`src/rtl/float_to_int_staged_if.sv`:
```
// -----------------------------------------------------------------------------
// float_to_int_staged_if
//   Streaming bundle for the float-to-integer converter: one valid/ready input
//   channel carrying an IEEE-754 single, and one valid/ready output channel
//   carrying the signed 32-bit result plus an invalid-operation flag.
//
//   Signals
//     in_valid    producer -> converter   in_value holds an operand
//     in_ready    converter -> producer   operand is taken this cycle
//     in_value    producer -> converter   {sign[31], exp[30:23], frac[22:0]}
//     out_valid   converter -> consumer   out_value/out_invalid hold a result
//     out_ready   consumer -> converter   result is taken this cycle
//     out_value   converter -> consumer   two's-complement integer result
//     out_invalid converter -> consumer   NaN, infinity or overflow
//
//   Modports
//     master : producer/consumer side (the environment around the converter)
//     slave  : converter side
// -----------------------------------------------------------------------------
interface float_to_int_staged_if;
   logic        in_valid;
   logic        in_ready;
   logic [31:0] in_value;
   logic        out_valid;
   logic        out_ready;
   logic [31:0] out_value;
   logic        out_invalid;

   modport master (
      output in_valid,
      output in_value,
      output out_ready,
      input  in_ready,
      input  out_valid,
      input  out_value,
      input  out_invalid
   );

   modport slave (
      input  in_valid,
      input  in_value,
      input  out_ready,
      output in_ready,
      output out_valid,
      output out_value,
      output out_invalid
   );
endinterface

```
`src/rtl/float_to_int_staged.sv`:
```
// -----------------------------------------------------------------------------
// float_to_int_staged
//   Three-stage pipelined IEEE-754 single-precision to signed 32-bit integer
//   converter used by the FTOI instruction.
//     S1 unpack : sign, unbiased exponent, mantissa with hidden bit, class
//     S2 align  : shift mantissa into a 32-bit magnitude, detect overflow
//     S3 sign   : negate, saturate / flag invalid, register the result
//   All three stages advance together when the output stage is empty or the
//   consumer is taking its result, so the pipeline holds up to 3 entries.
//
//   Ports
//     clk    : clock, all state on the rising edge
//     reset  : synchronous active-high reset, discards everything in flight
//     bus    : float_to_int_staged_if.slave (in_valid/in_ready/in_value,
//              out_valid/out_ready/out_value/out_invalid)
//
//   Parameters
//     SATURATE : 1 clamps out-of-range results by sign (NaN -> 0x7FFFFFFF);
//                0 returns 0x80000000 for every invalid case.
//
//   Build option
//     FTOI_ROUND_NEAREST_EN : when defined, S2 keeps guard/sticky bits and the
//     magnitude is rounded to nearest, ties to even; when undefined the
//     conversion truncates toward zero.
// -----------------------------------------------------------------------------
module float_to_int_staged #(
   parameter bit SATURATE = 1'b1
) (
   input  logic                  clk,
   input  logic                  reset,
   float_to_int_staged_if.slave  bus
);

   // ---------------------------------------------------------------- control
   logic adv_s;

   // ---------------------------------------------------------------- stage 1
   logic              s1_valid_q;
   logic              s1_sign_q,  s1_sign_d;
   logic signed [8:0] s1_exp_q,   s1_exp_d;
   logic [23:0]       s1_mant_q,  s1_mant_d;
   logic              s1_zero_q,  s1_zero_d;
   logic              s1_nan_q,   s1_nan_d;
   logic              s1_inf_q,   s1_inf_d;

   // ---------------------------------------------------------------- stage 2
   logic              s2_valid_q;
   logic              s2_sign_q;
   logic [31:0]       s2_mag_q,   s2_mag_d;
   logic              s2_nan_q;
   logic              s2_ovf_q,   s2_ovf_d;
   logic [4:0]        rsh_s;
   logic [2:0]        lsh_s;
`ifdef FTOI_ROUND_NEAREST_EN
   logic              s2_guard_q,  s2_guard_d;
   logic              s2_sticky_q, s2_sticky_d;
   logic [24:0]       ext_s;
`endif

   // ---------------------------------------------------------------- stage 3
   logic              s3_valid_q;
   logic [31:0]       s3_value_q,   s3_value_d;
   logic              s3_invalid_q, s3_invalid_d;
   logic [31:0]       mag_rnd_s;

   // The whole pipeline moves as one unit; it only stops when a finished
   // result is sitting in S3 and the consumer refuses it.
   assign adv_s           = !s3_valid_q || bus.out_ready;
   assign bus.in_ready    = adv_s;
   assign bus.out_valid   = s3_valid_q;
   assign bus.out_value   = s3_value_q;
   assign bus.out_invalid = s3_invalid_q;

   // S1 unpack: split fields, remove exponent bias, classify special operands
   always_comb begin
      s1_sign_d = bus.in_value[31];
      s1_exp_d  = $signed({1'b0, bus.in_value[30:23]}) - 9'sd127;
      s1_mant_d = {1'b1, bus.in_value[22:0]};
      s1_zero_d = (bus.in_value[30:23] == 8'd0);
      s1_nan_d  = (bus.in_value[30:23] == 8'hFF) && (bus.in_value[22:0] != 23'd0);
      s1_inf_d  = (bus.in_value[30:23] == 8'hFF) && (bus.in_value[22:0] == 23'd0);
   end

   // S2 align: turn the mantissa/exponent pair into an unsigned magnitude
   always_comb begin
      s2_mag_d = 32'd0;
      s2_ovf_d = 1'b0;
      // For -1 <= e <= 23 the right shift 23-e fits in 5 bits, so the low
      // exponent bits give it directly (e=-1 wraps to a shift of 24).
      rsh_s    = 5'd23 - s1_exp_q[4:0];
      // For 24 <= e <= 30 the left shift e-23 is (e+1) mod 8.
      lsh_s    = s1_exp_q[2:0] + 3'd1;
`ifdef FTOI_ROUND_NEAREST_EN
      s2_guard_d  = 1'b0;
      s2_sticky_d = 1'b0;
      // Mantissa with one extra zero below it: bit rsh_s is the first bit
      // shifted out (guard), the bits beneath it form the sticky bit.
      ext_s       = {s1_mant_q, 1'b0};
`endif
      if (s1_zero_q) begin
         s2_mag_d = 32'd0;
      end else if (s1_nan_q || s1_inf_q) begin
         // NaN is carried separately; only infinity is treated as overflow.
         s2_ovf_d = s1_inf_q;
      end else if (s1_exp_q < -9'sd1) begin
         // |x| < 0.5: nothing survives, and it can never round up.
         s2_mag_d = 32'd0;
`ifdef FTOI_ROUND_NEAREST_EN
         s2_sticky_d = 1'b1;
`endif
      end else if (s1_exp_q <= 9'sd23) begin
         s2_mag_d = {8'd0, s1_mant_q} >> rsh_s;
`ifdef FTOI_ROUND_NEAREST_EN
         s2_guard_d  = ext_s[rsh_s];
         s2_sticky_d = |(ext_s & ((25'd1 << rsh_s) - 25'd1));
`endif
      end else if (s1_exp_q <= 9'sd30) begin
         s2_mag_d = {8'd0, s1_mant_q} << lsh_s;
      end else if (s1_sign_q && (s1_exp_q == 9'sd31) && (s1_mant_q == 24'h80_0000)) begin
         // Exactly -2^31 is the one representable value with e = 31.
         s2_mag_d = 32'h8000_0000;
      end else begin
         s2_ovf_d = 1'b1;
      end
   end

   // S3 sign/saturate: optional rounding, then negate or substitute a clamp
   always_comb begin
      mag_rnd_s    = s2_mag_q;
`ifdef FTOI_ROUND_NEAREST_EN
      // Round half to even; the magnitude is below 2^24 here so no carry out.
      mag_rnd_s    = s2_mag_q + {31'd0, s2_guard_q & (s2_sticky_q | s2_mag_q[0])};
`endif
      s3_value_d   = 32'd0;
      s3_invalid_d = 1'b0;
      if (s2_nan_q) begin
         s3_invalid_d = 1'b1;
         if (SATURATE) begin
            s3_value_d = 32'h7FFF_FFFF;
         end else begin
            s3_value_d = 32'h8000_0000;
         end
      end else if (s2_ovf_q) begin
         s3_invalid_d = 1'b1;
         if (SATURATE && !s2_sign_q) begin
            s3_value_d = 32'h7FFF_FFFF;
         end else begin
            s3_value_d = 32'h8000_0000;
         end
      end else if (s2_sign_q) begin
         // A zero magnitude negates to zero, so -0 never appears.
         s3_value_d = ~mag_rnd_s + 32'd1;
      end else begin
         s3_value_d = mag_rnd_s;
      end
   end

   // Pipeline registers: cleared by reset, otherwise shift together on adv_s
   always_ff @(posedge clk) begin
      if (reset) begin
         s1_valid_q   <= 1'b0;
         s1_sign_q    <= 1'b0;
         s1_exp_q     <= 9'sd0;
         s1_mant_q    <= 24'd0;
         s1_zero_q    <= 1'b0;
         s1_nan_q     <= 1'b0;
         s1_inf_q     <= 1'b0;
         s2_valid_q   <= 1'b0;
         s2_sign_q    <= 1'b0;
         s2_mag_q     <= 32'd0;
         s2_nan_q     <= 1'b0;
         s2_ovf_q     <= 1'b0;
`ifdef FTOI_ROUND_NEAREST_EN
         s2_guard_q   <= 1'b0;
         s2_sticky_q  <= 1'b0;
`endif
         s3_valid_q   <= 1'b0;
         s3_value_q   <= 32'd0;
         s3_invalid_q <= 1'b0;
      end else if (adv_s) begin
         s1_valid_q   <= bus.in_valid;
         s1_sign_q    <= s1_sign_d;
         s1_exp_q     <= s1_exp_d;
         s1_mant_q    <= s1_mant_d;
         s1_zero_q    <= s1_zero_d;
         s1_nan_q     <= s1_nan_d;
         s1_inf_q     <= s1_inf_d;
         s2_valid_q   <= s1_valid_q;
         s2_sign_q    <= s1_sign_q;
         s2_mag_q     <= s2_mag_d;
         s2_nan_q     <= s1_nan_q;
         s2_ovf_q     <= s2_ovf_d;
`ifdef FTOI_ROUND_NEAREST_EN
         s2_guard_q   <= s2_guard_d;
         s2_sticky_q  <= s2_sticky_d;
`endif
         s3_valid_q   <= s2_valid_q;
         s3_value_q   <= s3_value_d;
         s3_invalid_q <= s3_invalid_d;
      end
   end

endmodule

```
`src/flat_wrapper.sv`:
```
// flat-port wrapper written by rule: the top's interface ports become plain ports
module float_to_int_staged_flat 
#(
   parameter bit SATURATE = 1'b1
)
  (clk, reset, bus_in_valid, bus_in_value, bus_out_ready, bus_in_ready, bus_out_valid, bus_out_value, bus_out_invalid);
  float_to_int_staged_if bus_i ();
  input  logic clk;
  input  logic reset;
  input wire logic [$bits(bus_i.in_valid)-1:0] bus_in_valid;
  input wire logic [$bits(bus_i.in_value)-1:0] bus_in_value;
  input wire logic [$bits(bus_i.out_ready)-1:0] bus_out_ready;
  output wire logic [$bits(bus_i.in_ready)-1:0] bus_in_ready;
  output wire logic [$bits(bus_i.out_valid)-1:0] bus_out_valid;
  output wire logic [$bits(bus_i.out_value)-1:0] bus_out_value;
  output wire logic [$bits(bus_i.out_invalid)-1:0] bus_out_invalid;
  assign bus_i.in_valid = bus_in_valid;
  assign bus_i.in_value = bus_in_value;
  assign bus_i.out_ready = bus_out_ready;
  assign bus_in_ready = bus_i.in_ready;
  assign bus_out_valid = bus_i.out_valid;
  assign bus_out_value = bus_i.out_value;
  assign bus_out_invalid = bus_i.out_invalid;
  float_to_int_staged #(.SATURATE(SATURATE)) u_core (.clk(clk), .reset(reset), .bus(bus_i));
endmodule
```
`config.mk`:
```
export PLATFORM = sky130hd
export DESIGN_NAME = float_to_int_staged_flat
export DESIGN_NICKNAME = d
export VERILOG_FILES = /design/src/rtl/float_to_int_staged_if.sv /design/src/rtl/float_to_int_staged.sv /design/src/flat_wrapper.sv
export SDC_FILE = /design/constraint.sdc
export NUM_CORES = 1
export LEC_CHECK = 0
export CORE_MARGIN = 3
export CORE_UTILIZATION = 45
export CTS_CLUSTER_SIZE = 8
export DETAILED_ROUTE_END_ITERATION = 6
export GPL_ROUTABILITY_DRIVEN = 1
export PLACE_DENSITY = 0.65
export SETUP_SLACK_MARGIN = 0.2
export SLEW_MARGIN = 20
export SYNTH_ARGS = -nofsm -noshare
export SYNTH_HDL_FRONTEND = slang
export SYNTH_SLANG_ARGS = --single-unit
```
`constraint.sdc`:
```
create_clock -name clk -period 2.6 [get_ports clk]
set_clock_uncertainty 0.1 [all_clocks]
set_input_delay 0.65 -clock clk [delete_from_list [all_inputs] [get_ports clk]]
set_output_delay 0.65 -clock clk [all_outputs]
set_load 0.005 [all_outputs]
```
==> reports/summary.json, run 1 <==
{
  "grt": {
    "track_usage_pct": 24.1,
    "antenna_found_initial": 0,
    "first_pass_grt_wire_length_um": 35400,
    "grt_pass1_vias": 6650,
    "grt.overflow.total": 0,
    "grt_max_degree": 54
  },
  "place": {
    "place_congestion": 0.951,
    "dpl.hpwl_um": 16300,
    "placed_cell_area_um2": 8710,
    "post-place-cells": 1142,
    "worst_setup_slack_after_placement_ns": -0.00813,
    "io_buffer_count": 70
  },
  "worst_setup_path": {
    "critPathLaunchType": "flip-flop",
    "worst_r2r_path_depth": 6,
    "timing.critical_path.arrival_ns": 2.46,
    "worstSetupEndpointType": "flip-flop",
    "worst-path-max-fanout": 13,
    "worst-setup-path-type": "reg -> reg",
    "required_ns": 2.75,
    "reg2reg_setup_slack_ns": 0.29
  },
  "die": {
    "floorplan.initialDensity_pct": 46.8,
    "die_y_um": 135,
    "core_um2": 16100,
    "floorplan.die.width_um": 135,
    "total_i_o_pin_count": 71,
    "row_count": 46,
    "die_area_um2": 18400
  },
  "timing": {
    "finalMaxSlewViolations": 0,
    "setup-violations-final": 0,
    "fin_tns_setup_ns": 0,
    "fin_ws_ns": 0.290,
    "rsz0062_at_grt": "yes",
    "fin_crit_share_pct": 88.8,
    "final.hold.worst_slack_ns": 0.358,
    "fin_crit_ns": 2.31,
    "fmax_mhz": 433,
    "finalHoldViolCount": 0,
    "max_slew_margin_pct": 59.6,
    "tightestPinTransition_ns": 0.606
  },
  "yosys": {
    "number_of_synthesized_flops_with_an_enable_pin": 0,
    "synth.yosys.seq_area_share_pct": 28.7,
    "mappedNetlistArea_um2": 7540,
    "async_flop_share_pct": 0,
    "post_synth_main_area_contributors": "dfxtp_1 (29%), mux4_2 (11%), mux2i_1 (7.0%)",
    "synth-seq-cells": 108,
    "netlist.area_leader.share_pct": 28.7,
    "yosysWarningCount": 0,
    "yosysTopAreaCell": "dfxtp_1",
    "synthDistinctLibCells": 69,
    "postSynthNetCount": 930,
    "synth_area_per_cell_um2": 8.49,
    "syn_inst": 888,
    "synth-main-ff-cell": "dfxtp_1"
  },
  "clock_network": {
    "ctsHtreeMaxLevel": 3,
    "num_cts_buffers": 9,
    "max-clock-path-buffers": 2,
    "clk-insertion-delay-late_ns": 0.35,
    "tritoncts_num_sinks": 108,
    "cts-root-buf": "clkbuf_16",
    "cts_tree": "yes",
    "clock_pin_slew_worst_setup_and_hold_paths_ns": 0.07
  },
  "detailed_routing": {
    "wirelength_um": 22300,
    "firstDrtPassIters": 6,
    "avgViaCountPerCell": 6.22,
    "drc": 0,
    "routed-via-count": 7260,
    "drt_iter0_drc": 766,
    "ant_nets": 0,
    "routed_wire_length_per_instance_um": 19.1
  },
  "cells_and_area": {
    "layout.cells.non_filler": 1167,
    "finish.instance_area_um2": 9090,
    "n_antenna_cell": 0,
    "areaGrowthSynthToFinish_pct": 20.6,
    "drive_gt1_share_pct": 17.4,
    "finalNetCount": 988
  },
  "hold_path": {
    "hp-class": "reg -> reg",
    "timing.hold.worst_path_depth": 2
  },
  "outcome": {
    "run_status": "completed"
  },
  "power": {
    "power_density_nw_per_um2": 514,
    "p_leak_nw": 3.42,
    "peak_supply_drop_mv": 0.372
  },
  "flow_run": {
    "max_cap_viol_count": 0
  }
}
-- worst max-delay path, cell delays in order, from the launching register on --
cell and delay, ns:
dfxtp_4 0.41, buf_12 0.16, mux2_2 0.35, a22o_2 0.31, a221o_1 0.32, a211o_1 0.32
a32o_1 0.25
-- cell usage after synthesis, types with 15 or more instances --
| cell | number |
|---|---|
| nand2_1 | 120 |
| dfxtp_1 | 108 |
| a21oi_1 | 67 |
| clkbuf_1 | 61 |
| o21ai_0 | 58 |
| mux2i_1 | 53 |
| nor2_1 | 40 |
| mux4_2 | 38 |
| nor3_1 | 23 |
| nor4_1 | 21 |
| buf_2 | 17 |
| mux2_2 | 15 |
| xor2_1 | 15 |
-- power by group --
group / internal [mW] / total [mW] / leakage, nW / switching, mW
sequential: 1.76 / 1.90 / 0.889 / 0.134
combinational: 0.709 / 1.43 / 2.39 / 0.723
clock: 0.690 / 1.34 / 0.138 / 0.655
-- logic make-up (layout without fill, tap and decap cells) --
logic type | count (synthesis) | count (layout) | share of synthesized area [%]
XOR/XNOR | 28 | 28 | 3.25
adder cells (fa/ha/maj) | 6 | 6 | 0.995
AND/OR/NAND/NOR | 291 | 291 | 19.4
buffers and inverters | 105 | 168 | 5.81
multiplexers | 106 | 106 | 20.6
AO/OA/AOI/OAI | 244 | 244 | 21.3
flip-flops | 108 | 108 | 28.7
-- layout by cell type, fill, tap and decap left out, types with 7 or more instances in the layout --
master / count
dfxtp_1: 105
nand2_1: 120
xnor2_1: 13
buf_12: 8
nor2b_1: 7
nor3b_1: 11
mux2_2: 15
nor4_1: 21
a21oi_1: 67
nand3_1: 12
inv_1: 9
clkdlybuf4s50_1: 68
nor3_1: 23
clkbuf_16: 10
nor2_1: 40
mux4_2: 38
a22oi_1: 11
xor2_1: 14
nand4_1: 10
buf_4: 62
o22ai_1: 9
o31ai_1: 10
a211oi_1: 12
mux2i_1: 53
o21ai_0: 58
o211a_1: 10
-- final timing paths --
check,endpoint,start
setup reg to reg,u_core.mag_rnd_s[5],u_core.s1_exp_q[1]
hold reg to reg,u_core.s1_valid_q,u_core.s1_valid_q
setup / recovery,u_core.mag_rnd_s[5],u_core.s1_exp_q[1]
hold / removal,u_core.s1_valid_q,u_core.s1_valid_q
-- repair_timing --
| item | 4_1_cts | 5_1_grt |
|---|---|---|
| gates cloned | 0 | 1 |
| buffers inserted | 1 | 7 |
| hold buffers | 0 | 0 |
| pin swaps | 0 | 0 |
| endpoints found under the hold margin | 0 | 0 |
| endpoints found under the setup margin | 1 | 11 |
| resized for setup | 1 | 5 |
-- area by class of cell --
cell class | count | area, um^2
clock inverters | 5 | 41.3
repair buffers | 141 | 1350
fillers | 1521 | 7020
well taps | 216 | 270
inverters | 11 | 41.3
multi-input cells | 675 | 4980
clock buffers | 11 | 243
flip-flops and latches | 108 | 2170
-- stage by stage --
step	power, mW	util [%]
after global routing	4.89	56.4
after floorplan	2.80	-
after global placement	3.32	54.1
after detailed placement	3.32	54.1
final	4.67	56.4
after CTS	4.66	55.9
-- registers in the layout (all words and copies together), names as in the netlist, 9 cells and up --
register	cells
u_core.bus.out_value	32
u_core.mag_rnd_s	32
u_core.s1_mant_q	24
u_core.s1_exp_q	9
-- per-layer routing --
layer	vias up	GRT usage (%)	wire length, um
met3	41	3.38	1510
li1	3461	-	-
met5	-	0	0
met2	278	38.7	10600
met1	3480	33.6	9710
met4	0	7.78	531
Note: power is estimated with default switching activity, not from simulation.
==> run 2, diff against run 1 <==
--- a/config.mk
+++ b/config.mk
@@ -11,6 +11,7 @@
 export DETAILED_ROUTE_END_ITERATION = 6
 export GPL_ROUTABILITY_DRIVEN = 1
 export PLACE_DENSITY = 0.65
+export RECOVER_POWER = 100
 export SETUP_SLACK_MARGIN = 0.2
 export SLEW_MARGIN = 20
 export SYNTH_ARGS = -nofsm -noshare
==> reports/summary.json, run 2 (synthesized netlist as in run 1, its figures left out) <==
{
  "outcome": {
    "run_status": "completed"
  },
  "clock_network": {
    "cts-root-buf": "clkbuf_16",
    "cts_tree": "yes",
    "max-clock-path-buffers": {"value": 2, "change": "unchanged"},
    "ctsHoldBuffers": {"value": 0, "change": "unchanged"},
    "clock_pin_slew_worst_setup_and_hold_paths": {"value": 0.07, "unit": "ns", "change": "about the same"},
    "ctsHtreeMaxLevel": {"value": 3, "change": "unchanged"},
    "clk-insertion-delay-late": {"value": 0.35, "unit": "ns", "change": "about the same"},
    "num_cts_buffers": {"value": 9, "change": "unchanged"},
    "tritoncts_num_sinks": {"value": 108, "change": "unchanged"}
  },
  "timing": {
    "fin_crit": {"value": 2.39, "unit": "ns", "change": "+0.0826 ns"},
    "setup-violations-final": {"value": 0, "change": "unchanged"},
    "rsz0062_at_grt": "yes",
    "fmax": {"value": 418, "unit": "MHz", "change": "-3.5%"},
    "fin_crit_share": {"value": 92.0, "unit": "%", "change": "+3.2 points"},
    "fin_ws": {"value": 0.207, "unit": "ns", "change": "-0.0826 ns"},
    "finalHoldViolCount": {"value": 0, "change": "unchanged"},
    "tightestPinTransition": {"value": 0.820, "unit": "ns", "change": "+0.214 ns"},
    "finalMaxSlewViolations": {"value": 0, "change": "unchanged"},
    "fin_tns_setup": {"value": 0, "unit": "ns", "change": "unchanged"},
    "max_slew_margin": {"value": 45.4, "unit": "%", "change": "-14 points"}
  },
  "place": {
    "io_buffer_count": {"value": 70, "change": "unchanged"},
    "worst_setup_slack_after_placement": {"value": -0.00813, "unit": "ns", "change": "unchanged"},
    "place_congestion": {"value": 0.951, "change": "unchanged"},
    "post-place-cells": {"value": 1142, "change": "unchanged"},
    "dpl.hpwl": {"value": 16300, "unit": "um", "change": "unchanged"}
  },
  "worst_setup_path": {
    "worst-setup-path-type": "reg -> reg",
    "reg2reg_setup_slack": {"value": 0.21, "unit": "ns", "change": "-0.08 ns"},
    "timing.critical_path.arrival": {"value": 2.52, "unit": "ns", "change": "+0.06 ns"},
    "worst-path-max-fanout": {"value": 28, "change": "+15"},
    "worstSetupEndpointType": "flip-flop",
    "required": {"value": 2.73, "unit": "ns", "change": "-0.02 ns"},
    "r2r-start": "u_core.s1_exp_q[1]",
    "crit_path_start": "u_core.s1_exp_q[1]",
    "worst_r2r_path_depth": {"value": 7, "change": "+1"},
    "critPathCapture": "u_core.mag_rnd_s[6]",
    "critPathLaunchType": "flip-flop",
    "regToRegEndpoint": "u_core.mag_rnd_s[6]"
  },
  "cells_and_area": {
    "drive_gt1_share": {"value": 16.1, "unit": "%", "change": "-1.3 points"},
    "areaGrowthSynthToFinish_pct": 19.5,
    "n_antenna_cell": {"value": 0, "change": "unchanged"},
    "layout.core_utilization": {"value": 56.0, "unit": "%", "change": "-0.47 points"},
    "layout.cells.non_filler": {"value": 1167, "change": "unchanged"},
    "layout.cells.most_common_list": "nand2_1 (120), dfxtp_1 (105), a21oi_1 (67)",
    "finalNetCount": {"value": 988, "change": "unchanged"},
    "layout.cells.most_common": "nand2_1"
  },
  "detailed_routing": {
    "ant_nets": {"value": 0, "change": "unchanged"},
    "wirelength": {"value": 22400, "unit": "um", "change": "+0.17%"},
    "routed_wire_length_per_instance": {"value": 19.2, "unit": "um", "change": "+0.17%"},
    "routed-via-count": {"value": 7275, "change": "+0.21%"},
    "drc": {"value": 0, "change": "unchanged"},
    "firstDrtPassIters": {"value": 5, "change": "-1"},
    "avgViaCountPerCell": {"value": 6.23, "change": "+0.21%"},
    "drt_iter0_drc": {"value": 742, "change": "-3.1%"}
  },
  "die": {
    "die_area": {"value": 18400, "unit": "um^2", "change": "unchanged"},
    "floorplan.initialDensity": {"value": 46.8, "unit": "%", "change": "unchanged"},
    "row_count": {"value": 46, "change": "unchanged"},
    "core": {"value": 16100, "unit": "um^2", "change": "unchanged"},
    "total_i_o_pin_count": {"value": 71, "change": "unchanged"},
    "floorplan.die.width": {"value": 135, "unit": "um", "change": "unchanged"},
    "die_y": {"value": 135, "unit": "um", "change": "unchanged"}
  },
  "grt": {
    "first_pass_grt_wire_length": {"value": 35400, "unit": "um", "change": "unchanged"},
    "grt.overflow.total": {"value": 0, "change": "unchanged"},
    "grt_max_degree": {"value": 54, "change": "unchanged"},
    "track_usage": {"value": 24.1, "unit": "%", "change": "unchanged"},
    "grt_pass1_vias": {"value": 6650, "change": "unchanged"},
    "antenna_found_initial": {"value": 0, "change": "unchanged"}
  },
  "power": {
    "peak_supply_drop": {"value": 0.374, "unit": "mV", "change": "+0.64%"},
    "total_power": {"value": 4.63, "unit": "mW", "change": "-0.90%"},
    "p_leak": {"value": 3.47, "unit": "nW", "change": "+1.4%"},
    "power_density": {"value": 514, "unit": "nW/um^2", "change": "about the same"}
  },
  "flow_run": {
    "max_cap_viol_count": {"value": 0, "change": "unchanged"}
  },
  "hold_path": {
    "hold_path.startpoint": "u_core.s2_valid_q",
    "hp-class": "reg -> reg"
  }
}
## run 2: cell count changes in the layout (fill, tap and decap cells not counted), moves of 2 or more
cell / delta
clkdlybuf4s50_1: -35
dlygate4sd3_1: +35
buf_4: -10
clkbuf_1: +8
clkbuf_2: +3
buf_12: -2
## run 2: where the power goes
part           internal (mW)  switching [mW]
Clock                  0.690           0.657
Combinational          0.668           0.723
Sequential              1.76           0.131
## run 2: layout make-up
class                   instances  area (um^2)
fillers                      1537         7100
multi-input cells             675         4970
flip-flops and latches        108         2170
repair buffers                141         1280
well taps                     216          270
clock buffers                  11          243
clock inverters                 5         41.3
inverters                      11         41.3
## run 2: worst max-delay path, stage by stage (launching register included)
cell and delay (ns):
dfxtp_4 0.38, ha_1 0.53, buf_12 0.25, mux2_2 0.35, a21oi_1 0.25, a211oi_1 0.13, o21ai_0 0.21, a32oi_1 0.07
## run 2: routing by layer
metal  global-route usage [%]  part of all wire, %  wire (um)  vias up
met5                        0                    0          0        -
met4                     7.78                  2.6        580        0
met3                     3.38                  6.2       1390       47
met2                     38.7                   47      10500      277
met1                     33.6                   44       9920     3489
li1                         -                    -          -     3462
## run 2: worst min-delay path by stage
stage,slack (ns),endpoint,depth (start not counted)
finish,0.36,u_core.s2_valid_q,2
global route,0.38,u_core.s1_valid_q,2
CTS,0.36,u_core.s1_valid_q,2
detailed placement,0.35,u_core.s1_valid_q,2
global placement,0.34,u_core.s1_valid_q,2
floorplan,0.33,u_core.s1_valid_q,2
## run 2: repair_timing
item                       in CTS  in global routing
buffers inserted                1                  7
resized for setup               1                  5
setup endpoints to repair       1                 11
cloned                          0                  1
## run 2: per-stage QoR
step | area, um^2 | hold slack, ns
4_1_cts | 9000 | 0.360
6_report | 9020 | 0.358
2_1_floorplan | 7570 | 0.332
3_5_place_dp | 8710 | 0.349
5_1_grt | 9020 | 0.384
3_3_place_gp | 8710 | 0.343
